File: src/rtl/program_loader.sv
`default_nettype none
// ============================================================================
//  Module   : program_loader
//  Purpose  : Boot-time loader. Receives a framed program image byte by byte
//             from the UART receiver, assembles little-endian 32-bit words,
//             writes them into program memory while the core is held in
//             reset, verifies an XOR checksum and then hands the memory
//             address port to the fetch stage and releases the core.
//
//             Frame: SYNC_BYTE, LEN_LO, LEN_HI, 4*N data bytes, CSUM.
//
//  Ports    : clk              - clock
//             reset_n          - synchronous active-low reset
//             rx_valid/rx_data - received byte strobe and data
//             rx_error         - UART framing/parity error strobe
//             fetch_address    - fetch-stage byte address (used in RUN)
//             mem_address      - program-memory byte address
//             mem_write_enable - one-cycle program-memory write strobe
//             mem_write_data   - program-memory write word
//             run_flag         - core may run
//             cpu_reset_n      - active-low core/pipeline reset
//             load_error       - last frame rejected
//             busy             - frame in progress (LEN, DATA, CSUM)
//             words_loaded     - words written in current/last frame
//
//  Revision : 1.0 - initial release
// ============================================================================
module program_loader #(
    parameter int         MEM_WORDS      = 1024,
    parameter logic [7:0] SYNC_BYTE      = 8'hA5,
    parameter int         TIMEOUT_CYCLES = 1_000_000
) (
    input  logic        clk,
    input  logic        reset_n,
    input  logic        rx_valid,
    input  logic [7:0]  rx_data,
    input  logic        rx_error,
    input  logic [31:0] fetch_address,
    output logic [31:0] mem_address,
    output logic        mem_write_enable,
    output logic [31:0] mem_write_data,
    output logic        run_flag,
    output logic        cpu_reset_n,
    output logic        load_error,
    output logic        busy,
    output logic [15:0] words_loaded
);

    // Idle counter only needs to hold TIMEOUT_CYCLES-1; the cycle that
    // would take it to TIMEOUT_CYCLES is the one that aborts.
    localparam int              c_TO_W    = (TIMEOUT_CYCLES > 1) ? $clog2(TIMEOUT_CYCLES) : 1;
    localparam logic [c_TO_W-1:0] c_TO_LAST = c_TO_W'(TIMEOUT_CYCLES - 1);
    localparam logic [16:0]     c_MAX_LEN = 17'(MEM_WORDS);

    typedef enum logic [2:0] {
        S_IDLE  = 3'd0,
        S_LEN   = 3'd1,
        S_DATA  = 3'd2,
        S_CSUM  = 3'd3,
        S_RUN   = 3'd4,
        S_ERROR = 3'd5
    } state_t;

    state_t            r_state_q,  w_state_d;
    logic [15:0]       r_len_q,    w_len_d;
    logic [7:0]        r_len_lo_q, w_len_lo_d;
    logic [1:0]        r_idx_q,    w_idx_d;
    logic [23:0]       r_word_q,   w_word_d;
    logic [7:0]        r_xor_q,    w_xor_d;
    logic [15:0]       r_words_q,  w_words_d;
    logic [31:0]       r_addr_q,   w_addr_d;
    logic              r_we_q,     w_we_d;
    logic [31:0]       r_wdata_q,  w_wdata_d;
    logic              r_run_q,    w_run_d;
    logic              r_busy_q,   w_busy_d;
    logic              r_err_q,    w_err_d;
    logic [c_TO_W-1:0] r_idle_q,   w_idle_d;

    logic        w_accept;
    logic        w_in_frame;
    logic        w_timeout;
    logic [15:0] w_len_full;
    logic        w_len_bad;
    logic [15:0] w_words_inc;

    // A byte that arrives together with an error strobe is discarded.
    assign w_accept    = rx_valid && !rx_error;
    assign w_in_frame  = (r_state_q == S_LEN) || (r_state_q == S_DATA) || (r_state_q == S_CSUM);
    assign w_timeout   = w_in_frame && !rx_valid && (r_idle_q == c_TO_LAST);
    assign w_len_full  = {rx_data, r_len_lo_q};
    assign w_len_bad   = (w_len_full == 16'd0) || ({1'b0, w_len_full} > c_MAX_LEN);
    assign w_words_inc = r_words_q + 16'd1;

    always_comb begin
        w_state_d  = r_state_q;
        w_len_d    = r_len_q;
        w_len_lo_d = r_len_lo_q;
        w_idx_d    = r_idx_q;
        w_word_d   = r_word_q;
        w_xor_d    = r_xor_q;
        w_words_d  = r_words_q;
        w_addr_d   = r_addr_q;
        w_we_d     = 1'b0;
        w_wdata_d  = r_wdata_q;
        w_idle_d   = '0;

        if (w_in_frame && !rx_valid) begin
            w_idle_d = r_idle_q + 1'b1;
        end

        case (r_state_q)
            S_IDLE, S_ERROR: begin
                if (w_accept && (rx_data == SYNC_BYTE)) begin
                    w_state_d = S_LEN;
                    w_words_d = 16'd0;
                    w_xor_d   = 8'd0;
                    w_idx_d   = 2'd0;
                end
            end

            S_LEN: begin
                if (w_accept) begin
                    if (r_idx_q == 2'd0) begin
                        w_len_lo_d = rx_data;
                        w_idx_d    = 2'd1;
                    end else begin
                        w_len_d   = w_len_full;
                        w_idx_d   = 2'd0;
                        w_state_d = w_len_bad ? S_ERROR : S_DATA;
                    end
                end
            end

            S_DATA: begin
                if (w_accept) begin
                    w_xor_d = r_xor_q ^ rx_data;
                    w_idx_d = r_idx_q + 2'd1;
                    case (r_idx_q)
                        2'd0:    w_word_d[7:0]   = rx_data;
                        2'd1:    w_word_d[15:8]  = rx_data;
                        2'd2:    w_word_d[23:16] = rx_data;
                        default: begin
                            w_we_d    = 1'b1;
                            w_addr_d  = {14'd0, r_words_q, 2'b00};
                            w_wdata_d = {rx_data, r_word_q};
                            w_words_d = w_words_inc;
                            if (w_words_inc == r_len_q) begin
                                w_state_d = S_CSUM;
                            end
                        end
                    endcase
                end
            end

            S_CSUM: begin
                if (w_accept) begin
                    w_state_d = (rx_data == r_xor_q) ? S_RUN : S_ERROR;
                end
            end

            S_RUN: begin
                // Terminal until reset; all receiver traffic is ignored.
            end

            default: begin
                w_state_d = S_IDLE;
            end
        endcase

        // Aborts override whatever the byte handling decided.
        if (w_in_frame && (rx_error || w_timeout)) begin
            w_state_d = S_ERROR;
        end

        w_run_d  = (w_state_d == S_RUN);
        w_err_d  = (w_state_d == S_ERROR);
        w_busy_d = (w_state_d == S_LEN) || (w_state_d == S_DATA) || (w_state_d == S_CSUM);
    end

    always_ff @(posedge clk) begin
        if (!reset_n) begin
            r_state_q  <= S_IDLE;
            r_len_q    <= '0;
            r_len_lo_q <= '0;
            r_idx_q    <= '0;
            r_word_q   <= '0;
            r_xor_q    <= '0;
            r_words_q  <= '0;
            r_addr_q   <= '0;
            r_we_q     <= 1'b0;
            r_wdata_q  <= '0;
            r_run_q    <= 1'b0;
            r_busy_q   <= 1'b0;
            r_err_q    <= 1'b0;
            r_idle_q   <= '0;
        end else begin
            r_state_q  <= w_state_d;
            r_len_q    <= w_len_d;
            r_len_lo_q <= w_len_lo_d;
            r_idx_q    <= w_idx_d;
            r_word_q   <= w_word_d;
            r_xor_q    <= w_xor_d;
            r_words_q  <= w_words_d;
            r_addr_q   <= w_addr_d;
            r_we_q     <= w_we_d;
            r_wdata_q  <= w_wdata_d;
            r_run_q    <= w_run_d;
            r_busy_q   <= w_busy_d;
            r_err_q    <= w_err_d;
            r_idle_q   <= w_idle_d;
        end
    end

    // In RUN the fetch stage owns the memory address port directly.
    assign mem_address      = (r_state_q == S_RUN) ? fetch_address : r_addr_q;
    assign mem_write_enable = r_we_q;
    assign mem_write_data   = r_wdata_q;
    assign run_flag         = r_run_q;
    assign cpu_reset_n      = r_run_q;
    assign load_error       = r_err_q;
    assign busy             = r_busy_q;
    assign words_loaded     = r_words_q;

endmodule
`default_nettype wire

File: config.mk
export PLATFORM = sky130hd
export DESIGN_NAME = program_loader
export DESIGN_NICKNAME = d
export VERILOG_FILES = /design/src/rtl/program_loader.sv
export SDC_FILE = /design/constraint.sdc
export NUM_CORES = 1
export LEC_CHECK = 0
export CAP_MARGIN = 20
export CELL_PAD_IN_SITES_DETAIL_PLACEMENT = 1
export CELL_PAD_IN_SITES_GLOBAL_PLACEMENT = 2
export CORE_MARGIN = 3
export CORE_UTILIZATION = 32
export CTS_BUF_LIST = sky130_fd_sc_hd__clkbuf_8
export CTS_CLUSTER_DIAMETER = 120
export CTS_CLUSTER_SIZE = 40
export DETAILED_ROUTE_END_ITERATION = 12
export HOLD_SLACK_MARGIN = 0.06
export PLACE_DENSITY = 0.92
export REMOVE_ABC_BUFFERS = 1
export SYNTH_ARGS = -nofsm -noshare
export SYNTH_HDL_FRONTEND = slang
export SYNTH_SLANG_ARGS = --single-unit
File: constraint.sdc
create_clock -name clk -period 2.87 [get_ports clk]
set_input_delay 0.574 -clock clk [delete_from_list [all_inputs] [get_ports clk]]
set_output_delay 0.574 -clock clk [all_outputs]
set_load 0.005 [all_outputs]
==> metrics <==
CP Capture Type primary output; clk_lat worst skew about 460 ps; Seq/Total Area, Yosys 0.429; RR Startpoint words_loaded[2]; die area around 24,000 um2; initial antenna violation count 0; H-tree depth 4; Hold Fails Final Rpt 0; post-route setup slack between 200 and 250 ps; IO Pins between 100 and 150; layout cells sized above 1 0.107; post-DP HPWL approximately 14,000 um; Hold Crit Class flop to flop; total track usage 0.177; die width about 150 um; synthesized area per cell approximately 8 um2; slowest stage cell, crit path clkdlybuf4s50_1; Die Y 153 um; vias in the first global route 6,591; clock sinks about 150; final worst-path cycle share 0.922; Tmin final around 2600 ps; clk slew on worst S/H paths approximately 90 ps; dpl cell area 8660 um2; Syn Inst Count around 860; maximum clock path buffer count 2; gr ovfl total 0; routability cong. ~0.83; Layout Nets 1,035; Slew @ Worst Pin about 850 ps; core footprint 21,200 um2; FFs w/ async S/R, synth 0; P_leak 3.18 nW; Arr. time, crit path 2070 ps; post-route ant nets 0; Peak Freq between 0.3 and 0.4 GHz; total power between 0.003 and 0.004 W; CTS buffer count 17; post-DR vias/cell about 5; pre-CTS setup slack between 8 and 9 ps; Routed WL per cell around 16 um; Synth top area share 0.429; Filler cells between 2,000 and 3,000; final setup vio count 0; Setup crit start kind flop; largest net degree at the start of global routing 127; Buffers on Ports about 130; hold path cells 2; count leader, synth dfxtp_1; max-slew violations 0; Synth area leader dfxtp_1; Clock Tree Root clkbuf_8; Register-to-Register Path Depth 6; first drt pass iteration count 4; end of the worst hold path mem_write_data[8]; Post-synth EDFFs 0; Critical Path Fanout Max 16; n_diodes 0; Req. time, crit path approximately 2300 ps; #FFs+latches synth 149; CP max stage delay ~450 ps; library cells used by synthesis just over 60; FF-to-FF setup slack ~270 ps; RSZ-0062 raised after global routing false; CTS tree yes; final WL roughly 21,000 um; drt drc 0; first-pass GRT wire length about 34,000 um; maximum vdd drop between 200 and 250 uV; 1st-iter DRT viols 260; crit-path cells inv_1 > nand2_1 > nor2_4 > buf_12 > mux2_2 > clkdlybuf4s50_1; Layout Area Growth over Synthesis 30.8%; vias 6,527; Top delay family on crit path buffers and inverters; Initial Util 0.328; fin util 0.429; slew margin rel. 0.431; Final Cell Area 9080 um2; TNS Setup 0 ps; outcome completed; Syn Std Cell Area 6950 um2; yosys warns 0; RR Endpoint r_state_q[0]; max cap viols 0; power per cell area 428 nW/um2; kind of critical path flop to primary output; Buf/Inv on CP 3; synth top area cells dfxtp_1 43%, nand2_1 7.7%, a21oi_1 7.6%; min-delay src r_word_q[8]; Synth Flop Type dfxtp_1; Clock Skew around 15 ps; most frequent cells after synthesis 149 x dfxtp_1, 143 x nand2_1, 105 x a21oi_1, 81 x nor2_1, 48 x clkbuf_1; Placement Rows 53
## cell type report
type / instances / area [um2] / share of cell area
multi-input combinational: 630 / 3650 / 0.401
sequential: 149 / 2980 / 0.328
timing repair buffer: 174 / 1660 / 0.183
tap: 275 / 344 / 0.0379
clock buffer: 18 / 248 / 0.0273
clock inverter: 13 / 148 / 0.0163
inverter: 13 / 51.3 / 0.00565
## per-layer routing
| layer | vias up | wire length, um | GRT usage | share of wire |
|---|---|---|---|---|
| li1 | 3206 | - | - | - |
| met1 | 3169 | 9570 | 0.232 | 0.46 |
| met2 | 136 | 10000 | 0.294 | 0.48 |
| met3 | 16 | 926 | 0.0391 | 0.045 |
| met4 | 0 | 218 | 0.0484 | 0.011 |
| met5 | - | 0 | 0 | 0 |
## cells by family after synthesis
family | count (synthesis) | share of synthesized area
buf+inv | 80 | 0.0483
xor+xnor | 44 | 0.0555
simple gates | 374 | 0.259
mux | 43 | 0.0650
fa+ha+maj | 6 | 0.0108
compound gates | 163 | 0.132
flops | 149 | 0.429
## registers in the layout (all words and copies together) (netlist names)
name,flops
r_word_q,24
r_state_q,3
r_xor_q,8
mem_write_data,32
load_error,1
r_addr_q,16
r_len_lo_q,8
busy,1
r_idx_q,2
mem_write_enable,1
r_len_q,16
cpu_reset_n,1
r_idle_q,20
words_loaded,16
## what timing repair did
action | CTS | global route
endpoints found under the setup margin | 16 | 2
gates cloned | 0 | 0
setup buffers | 1 | 0
hold buffers | 0 | 0
gates resized for setup | 1 | 1
pin swaps | 1 | 0
## worst reg2reg max path, cell delays in order (launching register included)
cell and delay [ps]:
dfxtp_1 590, nand3_2 290, nor3_1 440, xnor2_1 150
a2111oi_1 610, nand4_1 280, a21oi_1 190
## cells in the final DEF (no fill, tap or decap), types with 3 or more instances in the layout
cell type and instances:
a21oi_1 104, a311o_1 3, and3_1 27, and4_1 4
buf_12 3, buf_4 43, clkbuf_8 18, clkdlybuf4s50_1 128
dfxtp_1 149, ha_1 6, inv_1 13, inv_6 4
mux2_2 17, mux2i_1 26, nand2_1 143, nand2b_1 3
nand3_1 40, nand3b_1 14, nand4_1 8, nor2_1 80
nor2b_1 4, nor3_1 16, nor4_1 8, nor4_2 3
o21ai_0 26, o22ai_1 4, or3_1 3, or4_1 6
xnor2_1 16, xor2_1 28
## power breakdown
part           internal [W]  switching (W)
Clock              0.000805       0.000863
Combinational     0.0000755      0.0000779
Sequential          0.00207    0.000000194
## how the worst max path moves through the flow
| stage | slack [ps] | start | to | cells past startpoint |
|---|---|---|---|---|
| 2_1_floorplan | -1360 | rx_error | busy | 5 |
| 3_3_place_gp | 40 | rx_error | words_loaded[11] | 6 |
| 3_5_place_dp | 9 | rx_data[4] | r_xor_q[5] | 8 |
| 4_1_cts | 110 | words_loaded[3] | load_error | 6 |
| 5_1_grt | 60 | words_loaded[2] | load_error | 6 |
| 6_report | 220 | r_state_q[1] | mem_address[3] | 6 |
## per-stage QoR
step | hold WS [ps] | std cells
after floorplan | 432 | 792
after global placement | 442 | 1240
after detailed placement | 447 | 1240
after CTS | 460 | 1272
after global routing | 477 | 1272
final | 456 | 1272
Note: power is estimated with default switching activity, not from simulation.
